--- src/rtl/sha256_padder.sv ---
// sha256_padder: packs a 32-bit big-endian byte stream into padded 512-bit SHA-256 blocks.
module sha256_padder (
  input  logic         clk,
  input  logic         rst_n,
  input  logic         in_valid,
  output logic         in_ready,
  input  logic [31:0]  in_data,
  input  logic         in_last,
  input  logic [2:0]   in_nbytes,
  output logic         blk_valid,
  input  logic         blk_ready,
  output logic [511:0] blk_data,
  output logic         blk_last
);
  typedef enum logic [1:0] {FILL, PAD, HOLD} state_t;
  state_t state, nxt;
  logic [3:0]   idx;
  logic [63:0]  cnt;
  logic         extra;
  logic [6:0]   p;
  logic         acc, hs;
  logic [31:0]  word;
  logic [511:0] pad_blk;
  assign acc = in_valid & in_ready;
  assign hs = blk_valid & blk_ready;
  assign blk_valid = state == HOLD;
  assign word = in_last ? in_data & ~(32'hFFFF_FFFF >> {in_nbytes, 3'b000}) : in_data;
  always_comb begin
    nxt = state;
    if (state == FILL && acc) nxt = in_last ? PAD : (idx == 4'd15 ? HOLD : FILL);
    else if (state == PAD) nxt = HOLD;
    else if (state == HOLD && hs && !extra) nxt = FILL;
  end
  // Bytes past the pad position are cleared so stale data from older messages never leaks.
  always_comb begin
    pad_blk = blk_data;
    for (int b = 0; b < 64; b++)
      if (7'(b) >= p) pad_blk[511-8*b -: 8] = (7'(b) == p) ? 8'h80 : 8'h00;
    if (p <= 7'd55) pad_blk[63:0] = cnt;
  end
  always_ff @(posedge clk or negedge rst_n) begin
    if (!rst_n) begin
      state    <= FILL;
      in_ready <= 1'b0;
      idx      <= '0;
      cnt      <= '0;
      extra    <= 1'b0;
      p        <= '0;
      blk_data <= '0;
      blk_last <= 1'b0;
    end else begin
      state    <= nxt;
      in_ready <= nxt == FILL;
      if (acc) begin
        blk_data[511-32*idx -: 32] <= word;
        idx <= idx + 4'd1;
        cnt <= cnt + (in_last ? {58'd0, in_nbytes, 3'd0} : 64'd32);
        if (in_last) p <= {1'b0, idx, 2'b00} + {4'd0, in_nbytes};
        if (!in_last && idx == 4'd15) blk_last <= 1'b0;
      end
      if (state == PAD) begin
        blk_data <= pad_blk;
        blk_last <= (p <= 7'd55);
        extra    <= (p > 7'd55);
      end
      if (hs) begin
        if (extra) begin
          blk_data <= {(p == 7'd64) ? 8'h80 : 8'h00, 440'd0, cnt};
          blk_last <= 1'b1;
          extra    <= 1'b0;
        end else begin
          idx <= '0;
          if (blk_last) cnt <= '0;
        end
      end
    end
  end
endmodule

--- config.mk ---
export PLATFORM = sky130hd
export DESIGN_NAME = sha256_padder
export DESIGN_NICKNAME = d
export VERILOG_FILES = /design/src/rtl/sha256_padder.sv
export SDC_FILE = /design/constraint.sdc
export NUM_CORES = 1
export LEC_CHECK = 0
export CAP_MARGIN = 20
export CELL_PAD_IN_SITES_DETAIL_PLACEMENT = 1
export CELL_PAD_IN_SITES_GLOBAL_PLACEMENT = 1
export CORE_MARGIN = 2
export CORE_UTILIZATION = 40
export DETAILED_ROUTE_END_ITERATION = 8
export PLACE_DENSITY = 0.82
export SYNTH_ARGS = -nofsm -noshare
export SYNTH_HDL_FRONTEND = slang
export SYNTH_SLANG_ARGS = --single-unit
--- constraint.sdc ---
create_clock -name clk -period 2.8 [get_ports clk]
set_clock_uncertainty 0.15 [all_clocks]
set_input_delay 0.56 -clock clk [delete_from_list [all_inputs] [get_ports clk]]
set_output_delay 0.56 -clock clk [all_outputs]
set_load 0.005 [all_outputs]
Word level (Yosys, flattened, before mapping) --
Index checks and enable logic that the tools add are counted.
Storage, ports and cells: flip-flop bits (word level) 592, memories 0, bits in latches 0, output and inout port bits 515, bits of input ports 40, bits in read-only memories 0, logic and storage cells 320, bits in writable memories 0
Operators by class: order comparisons 66, bitwise operators 4, shift operators 3, add/subtract/negate cells 5, multipliers 0, equality and inequality tests 67, divide/modulo/power cells 0, mux-type cells 157, reduce and logical (&&, ||, !) cells 10
Operators with widths (number):
- $mux W512 | 4
- $mux W8 | 129
- $shift A32 B34 Y543 const A | 1
- $shiftx A32 B34 Y543 | 1
- $bwmux W512 | 1
- $mux W64 | 5
- $eq A6 B7 Y1 const A | 32
- $ge A6 B7 Y1 const A | 32
- $eq A5 B7 Y1 const A | 16
- $ge A5 B7 Y1 const A | 16
- $add A64 B6 Y64 | 1
- $eq A4 B7 Y1 const A | 8
- $ge A4 B7 Y1 const A | 8
- $neg A32 Y34 | 1
- $and A32 B32 Y32 | 1
- $mux W32 | 1
- $not A32 Y32 | 1
- $shr A32 B6 Y32 const A | 1
- $eq A3 B7 Y1 const A | 4
- $ge A3 B7 Y1 const A | 4
- $eq A2 B7 Y1 const A | 2
- $ge A1 B7 Y1 const A | 2
- $ge A2 B7 Y1 const A | 2
- $mux W4 | 3
- other kinds (19) | 36

Logic depth before layout (Yosys ltp) --
depth in word-level cells 10, gate-level depth with buffers 11, gate-level depth less buffers 8

Least setup slack after synthesis --
Ideal clock, no wire load.
path type input to register, start point input port in_last, end point register cnt[58], path buffers 3, arrival time 2645 ps, required time 2520 ps, setup time 130 ps, slack -125 ps, cell stages on the path 11, cells stage by stage nor2b_1 -> buf_2 -> inv_1 -> clkbuf_1 -> ha_1 -> nand3_1 -> a21oi_1 -> clkbuf_1 -> nand4_1 -> o31ai_1 -> a21oi_1
On the way: cells in the longest elaborated chain, start to end 6
Ends and longest elaborated chain:
- from (decl) | RTL line 8 | input logic in_last,
- $mux W6 * | RTL line 57 | cnt <= cnt + (in_last ? {58'd0, in_nbytes, 3'd0} : 64'd32);
- $add A64 B6 Y64 * | RTL line 57
- $mux W64 * | RTL line 54 | if (acc) begin
- $mux W64 | RTL line 73 | if (blk_last) cnt <= '0;
- $mux W64 | RTL line 67 | if (extra) begin
- $mux W64 * | RTL line 66 | if (hs) begin
- to (signal assigned) | RTL line 57
- to (decl) | RTL line 18 | logic [63:0] cnt;
Mark *: on every way between the ends. The rest lies on a longest branch, timed or not. A chain may end at the register's enable or synchronous reset.

Worst setup path in the final report --
start point input port in_valid, end point register blk_data[201]
On the way: cells in the longest elaborated chain, start to end 5
Ends and longest elaborated chain:
- from (decl) | RTL line 5 | input logic in_valid,
- $and A1 B1 Y1 * | RTL line 24 | assign acc = in_valid & in_ready;
- $mux W512 * | RTL line 54
- $mux W512 * | RTL line 61 | if (state == PAD) begin
- $mux W512 | RTL line 67
- $mux W512 * | RTL line 66
- to (signal, indexed assignment) | RTL line 55 | blk_data[511-32*idx -: 32] <= word;
- to (signal assigned) | RTL line 62 | blk_data <= pad_blk;
- to (signal assigned) | RTL line 68 | blk_data <= {(p == 7'd64) ? 8'h80 : 8'h00, 440'd0, cnt};
- to (decl) | RTL line 12 | output logic [511:0] blk_data,
Marked as above.

==> impl_metrics.yaml <==
run_status:
  run_status: "finished with violations"
  violations: "setup timing"
power:
  powerDensity_mw_per_mm2: 874
  peakVddDrop_mv: 0.577
  power_leakage_uw: 0.0171
logic_synthesis:
  synthAdderAreaFrac: 0.00573
  syn_inst: 2768
  synth_top_area_frac: 0.535
  synth_ff_type: "dfrtp_1"
  synth_area_leaders: "dfrtp_1, a22oi_1, nor2_1"
  yosys.cell_count.top_type: "dfrtp_1"
  synth_warnings: 0
  ys_seq_elements: 589
  post_synth.cell_area_avg_sq_um: 9.95
  ys_seq_area_frac: 0.535
  synth_compound_area_frac: 0.221
  synth_commonest_cells: "dfrtp_1, nor2_1, a22oi_1"
  synth_top_family_by_area: "compound AO/OA/AOI/OAI gates"
  synth_edf_count: 0
  synth_nets: 2820
  synth.distinct_cells: 101
  synth_simple_gate_area_share: 0.174
  synth_largest_area_cell: "dfrtp_1"
  async_reset_ff_frac: 1.00
  yosys.area_share.xor_xnor: 0.0130
  syn_area_sq_mm: 0.0275
  muxShareOfSynthArea: 0.00759
sta:
  report.final.setup_viol: 6
  hold_violations: 0
  clock.fmax_ghz: 0.351
  drv_slew: 0
  setup_tns_ns: -0.114
  tightest_slew_ns: 1.03
  fin_crit_sh: 1.02
  final.min_clock_period_ns: 2.85
  relSlewSlack: 0.313
  setup_ws_ns: -0.0464
placed_design:
  place_ws_ns: -0.557
  placed_area_sq_mm: 0.0364
  place_congestion: 0.989
  portBuffers: 554
  hpwl_um: 102000
setup_path:
  path_cells: "clkdlybuf4s50_1 > and4b_1 > nand2_1 > buf_4 > nor2_1 > buf_4 > a22oi_1 > nor2_1"
  crit_buf_inv: 3
  path_delay_family: "simple AND/OR/NAND/NOR gates"
  slowest_delay_ns: 0.76
  crit_fanout: 7
  cp.required_ns: 3.21
  crit_arrival_ns: 3.26
  cp_slowest_cell: "clkdlybuf4s50_1"
  critPathKind: "input port to flip-flop"
  end_kind: "flip-flop"
  worst_setup_path_start_kind: "input port"
finish:
  fill_cells: 7316
  drive_above_1_share: 0.147
  nNetsFinal: 3548
  area_delta_synth_final_pct: 40.8
  register_area_sq_mm: 0.0147
  fin_util: 0.567
  final_area_sq_mm: 0.0388
  multi_input_area_sq_mm: 0.0117
die:
  die_width_um: 266
  die_h_um: 266
  ios: 555
  initial_core_util: 0.403
  core-area_sq_mm: 0.0683
  die_area_sq_mm: 0.0709
  rows: 96
clock_tree:
  cts_sinks: 589
  cts_tree: "built"
  cts_max_level: 3
  cts_buffers: 68
  clk_pin_slew_ns: 0.06
  clock_latency_ns: 0.64
  clk_path_buf_depth: 3
  cts_root_buf: "clkbuf_16"
global_route:
  grt_pass1_vias: 29892
  antenna_found_initial: 6
  grtUsageTotal: 0.388
  grt_overflow: 0
  grt_max_degree: 116
  grt_pass1_wl_um: 204000
detailed_routing:
  vias_per_cell: 6.46
  post_drt_wl_per_cell_um: 31.7
  route.detailed.drc: 0
  routed_wl_um: 140000
  num_vias: 28610
  firstDrtPassIters: 6
  ant_nets: 0
  dr.first_iter.drc_count: 3053
worst_hold_path:
  hp-class: "input port to asynchronous set/reset pin"
run:
  max_cap_violations: 0
## flip-flops by register name, summed over array words and instances, names as in the netlist
signal,count
extra,1
cnt,61
idx,4
state,2
p,7
blk_last,1
blk_data,512
in_ready,1
## metal layers
layer  vias to the layer above  global-route usage  share of wire  routed length, um
met5                         -                   0        0.00031                 43
met4                         6               0.220          0.064               9010
met3                       454               0.106          0.096              13500
met2                      1704               0.606           0.46              64500
met1                     14791               0.487           0.38              53400
li1                      11655                   -              -                  -
## placed cells by master (no fill, tap or decap), types with 20 or more instances in the layout
master / count
dfrtp_1: 588
clkdlybuf4s50_1: 553
nor2_1: 502
buf_4: 299
a22oi_1: 264
nand2_1: 162
a21oi_1: 107
o21ai_0: 84
a32oi_1: 83
clkbuf_16: 69
nor3_1: 59
buf_12: 49
and2_1: 48
and3_1: 44
a221o_1: 42
a211oi_1: 37
nand3_1: 31
nand4_1: 31
inv_1: 28
a22o_1: 27
xnor2_1: 26
a221oi_1: 22
a32o_1: 22
o31ai_1: 20
## worst register-to-register path, delay by kind of cell, from the launching register on
kind / cells / cell delay [ns]
compound gates: 2 / 0.65
simple gates: 3 / 1.00
flops: 1 / 0.66
buf+inv: 1 / 0.24
## where the power goes
part	internal (uW)	total [uW]	switching, uW
registers	9840	11200	1380
logic	5370	13300	7880
clock network	5450	9390	3940
total	20700	33900	13200
## path summary, 6_finish.rpt
| check | startpoint | endpoint | slack [ns] | cells after the start |
|---|---|---|---|---|
| setup / recovery | in_valid | blk_data[201] | -0.05 | 8 |
| hold / removal | rst_n | blk_data[13] | 0.32 | 2 |
| setup reg to reg | p[5] | blk_data[242] | -0.01 | 6 |
| hold reg to reg | blk_data[275] | blk_data[275] | 0.34 | 2 |
| max in group asynchronous | rst_n | blk_data[252] | 1.28 | 4 |
| min in group clk | blk_data[275] | blk_data[275] | 0.34 | 2 |
## final cells by class
cell class	count	area share
inverters	28	0.00271
well taps	882	0.0285
repair buffers	903	0.227
flip-flops and latches	589	0.380
clock inverters	24	0.00985
clock buffers	94	0.0490
multi-input cells	1906	0.303
diodes	4	0.000258
## per-stage QoR
| stage | hold slack, ns | cells | power (uW) |
|---|---|---|---|
| 5_1_grt | 0.346 | 4427 | 34900 |
| 3_3_place_gp | 0.330 | 4306 | 23600 |
| 3_5_place_dp | 0.329 | 4306 | 24000 |
| 6_report | 0.324 | 4430 | 33900 |
| 4_1_cts | 0.313 | 4425 | 33500 |
| 2_1_floorplan | 0.114 | 2768 | 16200 |
## cell families (layout without fill, tap and decap cells)
| kind of cell | Yosys count | in the layout |
|---|---|---|
| AND/OR/NAND/NOR | 1008 | 1008 |
| XOR/XNOR | 41 | 41 |
| adder cells (fa/ha/maj) | 12 | 12 |
| AO/OA/AOI/OAI | 825 | 825 |
| flip-flops | 589 | 589 |
| multiplexers | 20 | 20 |
| other | 0 | 4 |
| buffers and inverters | 273 | 1049 |
## repair_timing
action                                  in CTS  in global routing
endpoints found under the setup margin       1                 19
hold buffers                                 1                  0
pin swaps                                    0                  1
gates resized for setup                      1                  8
buffers inserted                             0                  1
endpoints found under the hold margin       26                  0
No activity file was read; power rests on OpenSTA's default activity.
